**src/rtl/accum_sequencer_pkg.sv**
```systemverilog
// Shared state encoding and datapath width for the accumulator sequencer.
package accum_sequencer_pkg;
  localparam int DATA_W = 7;

  typedef enum logic [1:0] {
    S_IDLE  = 2'd0,
    S_ACCUM = 2'd1,
    S_DONE  = 2'd2
  } state_t;
endpackage

```
**src/rtl/accum_sequencer.sv**
```systemverilog
// Streaming accumulator around an external 7-bit adder: sums len operands, returns total over valid/ready.
// Optional macro SATURATE_EN: clamp the accumulator to 127 on wrap instead of modulo-128.
module accum_sequencer #(
  parameter int LEN_W  = 4,
  parameter int DATA_W = accum_sequencer_pkg::DATA_W
) (
  input  logic                  clk,
  input  logic                  resetn,
  input  logic                  start,
  input  logic [LEN_W-1:0]      len,
  input  logic [DATA_W-1:0]     in_data,
  input  logic                  in_valid,
  output logic                  in_ready,
  output logic [2*DATA_W-1:0]   adder_in,
  input  logic [DATA_W-1:0]     adder_sum,
  output logic [DATA_W-1:0]     res_data,
  output logic                  res_ovf,
  output logic                  res_valid,
  input  logic                  res_ready,
  output logic                  busy
);
  import accum_sequencer_pkg::*;

  state_t             state, state_n;
  logic [DATA_W-1:0]  acc, acc_n;
  logic [LEN_W-1:0]   cnt, cnt_n, len_q, len_n, cnt_inc;
  logic               ovf, ovf_n, wrap;

  always_ff @(posedge clk) begin
    if (!resetn) begin
      state <= S_IDLE;
      acc   <= '0;
      cnt   <= '0;
      len_q <= '0;
      ovf   <= 1'b0;
    end else begin
      state <= state_n;
      acc   <= acc_n;
      cnt   <= cnt_n;
      len_q <= len_n;
      ovf   <= ovf_n;
    end
  end

  // A lost carry always leaves the truncated sum below the old accumulator.
  assign wrap    = (adder_sum < acc);
  assign cnt_inc = cnt + LEN_W'(1);

  always_comb begin
    state_n   = state;
    acc_n     = acc;
    cnt_n     = cnt;
    len_n     = len_q;
    ovf_n     = ovf;
    in_ready  = 1'b0;
    res_valid = 1'b0;
    case (state)
      S_IDLE: begin
        if (start) begin
          len_n   = len;
          acc_n   = '0;
          cnt_n   = '0;
          ovf_n   = 1'b0;
          state_n = (len != '0) ? S_ACCUM : S_DONE;
        end
      end
      S_ACCUM: begin
        in_ready = 1'b1;
        if (in_valid) begin
`ifdef SATURATE_EN
          acc_n = wrap ? '1 : adder_sum;
`else
          acc_n = adder_sum;
`endif
          cnt_n = cnt_inc;
          ovf_n = ovf | wrap;
          if (cnt_inc == len_q) state_n = S_DONE;
        end
      end
      S_DONE: begin
        res_valid = 1'b1;
        if (res_ready) state_n = S_IDLE;
      end
      default: state_n = S_IDLE;
    endcase
  end

  assign adder_in = {in_data, acc};
  assign res_data = acc;
  assign res_ovf  = ovf;
  assign busy     = (state == S_ACCUM) || (state == S_DONE);
endmodule
```
**config.mk**
```make
export PLATFORM = sky130hd
export DESIGN_NAME = accum_sequencer
export DESIGN_NICKNAME = d
export VERILOG_FILES = /design/src/rtl/accum_sequencer_pkg.sv /design/src/rtl/accum_sequencer.sv
export SDC_FILE = /design/constraint.sdc
export NUM_CORES = 1
export LEC_CHECK = 0
export ABC_AREA = 0
export CORE_UTILIZATION = 39
export CTS_CLUSTER_DIAMETER = 30
export DETAILED_ROUTE_END_ITERATION = 10
export GPL_TIMING_DRIVEN = 1
export HOLD_SLACK_MARGIN = 0.06
export PLACE_DENSITY = 0.76
export SLEW_MARGIN = 20
export SYNTH_ARGS = -nofsm -noshare
export SYNTH_HDL_FRONTEND = slang
export SYNTH_SLANG_ARGS = --single-unit
```
**constraint.sdc**
```tcl
create_clock -name clk -period 3.54 [get_ports clk]
set_clock_uncertainty 0.1 [all_clocks]
set_input_delay 0.708 -clock clk [delete_from_list [all_inputs] [get_ports clk]]
set_output_delay 0.708 -clock clk [all_outputs]
set_load 0.01 [all_outputs]
```
==> qor.txt, run 1 <==
Count of pins over their slew limit = 0
Worst r2r src = state[0]$_SDFFE_PN0P_
Pwr/cell area = 500 nW/um^2
FF-to-FF path depth = 5
Port bufs = 33
Routed vias/inst = 5.35
Peak supply drop = 254 uV
Syn Area/Cell = 8.69 sq um
CTS tree = yes
Crit path DAT = 1550 ps
Hold Startpoint = res_ovf$_SDFFE_PN0P_
Global Route Usage Sum = 0.148
Final setup fails = 0
Critical Path RT = 2730 ps
DR vias = 969
CP Max Fanout = 7
Inst Count DP = 177
Psw = 0.258 mW
Cell Area, Synth = 1150 sq um
Worst slew pin tran = 842 ps
Fin. Hold Viols = 0
Buf/Inv on CP = 2
Hold depth = 2
Syn-to-layout area delta = 23.2%
Final core occ = 0.508
Final TNS setup = 0 ps
Crit. End Element = output pin
Cts bufs inserted = 3
Post-Route WL = 2270 microns
Gpl congestion = 0.702
Most common cell after layout, fill and taps aside = clkdlybuf4s50_1
Clock Power Share = 0.177
Highest-count cells in the layout ignoring fill and taps = clkdlybuf4s50_1 (33), dfxtp_1 (18), nand2_1 (10), ha_1 (10)
Cell variety after synth = 33
RSZ-0062 raised after global routing = false
Clk Latency, worst-skew pair = 290 ps
F_max = 424 MHz
Setup Fix Bufs, Post-CTS = 0
Maxcap violations = 0
PnR worst setup slack = 1180 ps
Core Rows = 19
Peak per-stage delay on the critical path = 580 ps
Seq pwr share = 0.358
# hold bufs at CTS = 0
Combinational power share = 0.465
Placed cell area = 1380 sq um
Crit path cell chain = inv_1, ha_1, clkdlybuf4s50_1
Critical path class = reg2out
Post-DRT Antenna Nets = 0
Internal power = 0.449 mW
Global route overflow = 0
Worst path slowest cell = clkdlybuf4s50_1
Non-filler cells, final = 181
CTS clk-pin slew, worst paths = 100 ps
CTS HTree Levels = 1
Initial antenna violation count = 0
Switching Share = 0.365
Hold Path Class = reg2reg
Fin crit share = 0.667
First-pass GRT wire length = 3800 microns
Maximum root-to-sink buffer count = 2
Endpoint, Worst Hold = res_ovf$_SDFFE_PN0P_
Diode count = 0
CTS root buffer = clkbuf_4
Startpoint types = register
DP HPWL = 1780 microns
R2R setup slack = 1510 ps
Leak Pwr = 0.518 nW
Part of the Yosys area used for sequential elements = 0.314
# nets final = 184
Vias in the first global route = 910
Initial core utilization = 0.413
Clock sink count = 18
Core area = 2780 sq um
# IOs = 48
Syn Inst Count = 132
Largest delay share family, worst path = buffers and inverters
Syn_nets = 165
Outcome = finished clean
RR Endpoint = cnt[2]$_SDFFE_PN0P_
Layout cells sized above 1 = 0.0600
Design Area, Final = 1410 sq um
Pin count of the biggest net entering global routing = 20
Syn. warnings = 0
Worst slack at placement = 1110 ps
Routed wire per std cell = 12.5 microns
Flops & latches, synth = 18
Fin crit period = 2360 ps
Die area = 3160 sq um
Post-CTS Resized = 0
DR DRC count = 0
Worst rel slew slack = 0.436
Die extent in y = 56.2 microns
Die span in x = 56.2 microns
Initial DRC count = 54
Pre-Repair DR Iteration Count = 4
state kept, by name, indices dropped and copies added (netlist names):
name      cells
res_ovf       1
len_q         4
cnt           4
state         2
res_data      7
cell type report:
cell class	count	area, sq um
Multi-Input combinational cell	86	614
Sequential cell	18	360
Inverter	9	33.8
Fill cell	284	1370
Timing Repair Buffer	33	330
Tap cell	31	38.8
Clock buffer	4	36.3
synthesized netlist by cell type:
cell type / number / area (sq um)
nor4_1: 1 / 6.26
a21oi_1: 3 / 15.0
a21boi_0: 5 / 37.5
clkbuf_1: 2 / 7.51
o211ai_1: 2 / 15.0
buf_2: 1 / 5.00
a21o_1: 1 / 7.51
inv_1: 9 / 33.8
nand3_2: 1 / 10.0
a21boi_1: 1 / 7.51
ha_1: 10 / 125
a22oi_1: 8 / 60.1
nand3b_1: 2 / 15.0
mux2i_1: 1 / 10.0
or3_1: 1 / 6.26
xnor2_1: 4 / 35.0
xor2_1: 2 / 17.5
nor2_1: 4 / 15.0
nand2_1: 10 / 37.5
and3_2: 1 / 7.51
o21ai_1: 1 / 5.00
o21ai_0: 4 / 20.0
nand2b_4: 1 / 13.8
buf_4: 15 / 113
clkbuf_8: 1 / 13.8
o311a_2: 1 / 11.3
nand2b_1: 3 / 18.8
nor4_2: 1 / 12.5
dfxtp_1: 18 / 360
nor2b_1: 9 / 56.3
nand4_1: 1 / 6.26
nand3_1: 6 / 30.0
and2_1: 2 / 12.5
worst reg2reg max path: cells and delay by family (launching register included):
kind	cells	cell delay [ps]
buf+inv	1	70
fa+ha+maj	1	330
flops	1	370
compound gates	3	1110
kinds of logic (layout without fill, tap and decap cells):
group / after synthesis / count (layout) / synth area share
XOR/XNOR: 6 / 6 / 0.0458
adder cells (fa/ha/maj): 10 / 10 / 0.109
AO/OA/AOI/OAI: 26 / 26 / 0.156
multiplexers: 1 / 1 / 0.00872
flip-flops: 18 / 18 / 0.314
buffers and inverters: 28 / 46 / 0.150
AND/OR/NAND/NOR: 43 / 43 / 0.216
routing by layer:
layer | wire [microns] | vias to the layer above | track usage
li1 | - | 471 | -
met1 | 983 | 461 | 0.166
met2 | 1130 | 35 | 0.286
met3 | 146 | 2 | 0.0279
met4 | 10 | 0 | 0.0348
met5 | 0 | - | 0
through the flow:
| stage | hold slack (ps) | total power [mW] |
|---|---|---|
| floorplan | 355 | 0.505 |
| global placement | 335 | 0.576 |
| detailed placement | 361 | 0.590 |
| CTS | 377 | 0.716 |
| global route | 406 | 0.766 |
| finish | 376 | 0.707 |
worst max-delay path by stage:
stage	slack (ps)	startpoint	to	depth (start not counted)
3_3_place_gp	1170	start	cnt[0]$_SDFFE_PN0P_	6
5_1_grt	1050	state[1]$_SDFFE_PN0P_	in_ready	3
2_1_floorplan	1840	start	cnt[3]$_SDFFE_PN0P_	6
6_report	1180	state[1]$_SDFFE_PN0P_	in_ready	3
3_5_place_dp	1110	start	cnt[0]$_SDFFE_PN0P_	6
4_1_cts	1160	state[1]$_SDFFE_PN0P_	in_ready	3
power groups by stage:
stage | registers, mW | clock network, mW | logic (mW)
floorplan | 0.257 | 0 | 0.248
global placement | 0.256 | 0 | 0.320
detailed placement | 0.258 | 0 | 0.332
CTS | 0.254 | 0.130 | 0.333
global route | 0.260 | 0.141 | 0.365
finish | 0.253 | 0.125 | 0.329
(Power assumes the default switching activity.)
==> run 2, diff against run 1 <==
CORE_UTILIZATION = 38   (was 39)
PLACE_DENSITY = 0.77   (was 0.76)
clock period = 1.9 ns   (was 3.54 ns; I/O delays follow)
==> run 2 against run 1 <==
The run now ends with DRC left. Critical endpoint is now busy. Sequential cell count stayed put. Critical path depth is the same. Global-route usage down 0.20 points. First-iteration DRC count shrank 20%. Highest routed layer unchanged. Largest cell class unchanged.
==> qor.txt, run 2 (same netlist as run 1, synthesis figures left out) <==
# nets final = 188 (was 184)
Hold Path Class = reg2reg (unchanged)
Fin crit share = 0.922
Final setup fails = 0 (unchanged)
Area of the multi-input gates = 617 sq um (was 614 sq um)
Crit. End Element = output pin (unchanged)
Non-filler cells, final = 185 (was 181)
# IOs = 48 (unchanged)
DR DRC count = 8 (was 0)
Highest-count cells in the layout ignoring fill and taps = clkdlybuf4s50_1 (30), dfxtp_1 (16), nand2_1 (10) (was clkdlybuf4s50_1 (33), dfxtp_1 (18), nand2_1 (10), ha_1 (10))
Post-DRT Antenna Nets = 0 (unchanged)
CTS HTree Levels = 1 (unchanged)
Routed wire per std cell = 12.3 microns (was 12.5 microns)
Pwr/cell area = 938 nW/um^2 (was 500 nW/um^2)
Maxcap violations = 0 (unchanged)
Leak Pwr = 0.547 nW (was 0.518 nW)
Storage element area = 363 sq um (was 360 sq um)
# hold bufs at CTS = 0 (unchanged)
Max FFs per register = 7 (unchanged)
Final TNS setup = 0 ps (unchanged)
Worst rel slew slack = 0.718 (was 0.436)
Initial antenna violation count = 0 (unchanged)
CTS tree = yes (unchanged)
PnR worst setup slack = 148 ps (was 1180 ps)
DR vias = 950 (was 969)
DP HPWL = 1750 microns (was 1780 microns)
Worst slack at placement = 20.7 ps (was 1110 ps)
Port bufs = 33 (unchanged)
Global Route Usage Sum = 0.147 (was 0.148)
RSZ-0062 raised after global routing = false (unchanged)
Syn-to-layout area delta = 26.0% (was 23.2%)
Layout cells sized above 1 = 0.104 (was 0.0600)
Outcome = finished with violations (was finished clean)
Die area = 3240 sq um (was 3160 sq um)
Crit path DAT = 1270 ps (was 1550 ps)
Placed cell area = 1410 sq um (was 1380 sq um)
Post-CTS Resized = 6 (was 0)
Worst slew pin tran = 422 ps (was 842 ps)
Pin count of the biggest net entering global routing = 15 (was 20)
Count of pins over their slew limit = 0 (unchanged)
Design Area, Final = 1450 sq um (was 1410 sq um)
Vias in the first global route = 898 (was 910)
Die span in x = 57.0 microns (was 56.2 microns)
Maximum root-to-sink buffer count = 2 (unchanged)
Critical path class = reg2out (unchanged)
Startpoint types = register (unchanged)
First-pass GRT wire length = 3710 microns (was 3800 microns)
Die extent in y = 57.0 microns (was 56.2 microns)
Setup Fix Bufs, Post-CTS = 0 (unchanged)
Cts bufs inserted = 3 (unchanged)
Most common cell after layout, fill and taps aside = clkdlybuf4s50_1 (unchanged)
Initial core utilization = 0.409 (was 0.413)
Violated checks = DRC
F_max = 571 MHz
Fin crit period = 1750 ps
Peak supply drop = 655 uV (was 254 uV)
Core Rows = 19 (unchanged)
CP Max Fanout = 3 (was 7)
Critical Path RT = 1420 ps (was 2730 ps)
Inst Count DP = 181 (was 177)
Diode count = 0 (unchanged)
Clk Latency, worst-skew pair = 300 ps (was 290 ps)
Routed vias/inst = 5.14 (was 5.35)
Fill cell count = 284 (unchanged)
CTS root buffer = clkbuf_4 (unchanged)
Initial DRC count = 43 (was 54)
Pre-Repair DR Iteration Count = 8 (was 4)
CTS clk-pin slew, worst paths = 100 ps (about the same)
Post-Route WL = 2270 microns (about the same)
Fin. Hold Viols = 0 (unchanged)
Clock sink count = 18 (unchanged)
Global route overflow = 0 (unchanged)
Core area = 2810 sq um (was 2780 sq um)
Gpl congestion = 0.771 (was 0.702)
-- run 2: through the flow --
step / total power [mW] / hold WS [ps] / util
floorplan: 0.942 / 355 / -
global placement: 1.13 / 338 / 0.502
global route: 1.45 / 390 / 0.515
detailed placement: 1.15 / 348 / 0.502
finish: 1.36 / 358 / 0.515
CTS: 1.37 / 363 / 0.515
-- run 2: worst paths after layout --
path | startpoint | to | slack [ps] | cells past startpoint
worst min register to register | res_ovf$_SDFFE_PN0P_ | res_ovf$_SDFFE_PN0P_ | 360 | 2
worst max-delay path | state[0]$_SDFFE_PN0P_ | busy | 150 | 3
worst max register to register | cnt[0]$_SDFFE_PN0P_ | state[0]$_SDFFE_PN0P_ | 280 | 6
worst min-delay path | res_ovf$_SDFFE_PN0P_ | res_ovf$_SDFFE_PN0P_ | 360 | 2
-- run 2: critical path, stage by stage, from the launching register on --
cell	delay (ps)
dfxtp_2	350
inv_1	60
ha_1	280
dlygate4sd2_1	280
-- run 2: cell type report --
class	count	area share
multi-input cells	86	0.427
flip-flops and latches	18	0.251
repair buffers	37	0.247
well taps	31	0.0268
clock buffers	4	0.0251
inverters	9	0.0234
-- run 2: routing by layer --
metal	share of wire	routed length, microns	vias up	track usage
met5	0	0	-	0
met4	0.017	38	0	0.0697
met2	0.47	1070	38	0.261
li1	-	-	482	-
met1	0.43	985	425	0.171
met3	0.080	182	5	0.0249
-- run 2: report_power, final --
part | total, mW | switching (mW) | internal [mW]
Sequential | 0.473 | 0.0395 | 0.434
Clock | 0.238 | 0.121 | 0.117
Combinational | 0.645 | 0.340 | 0.305
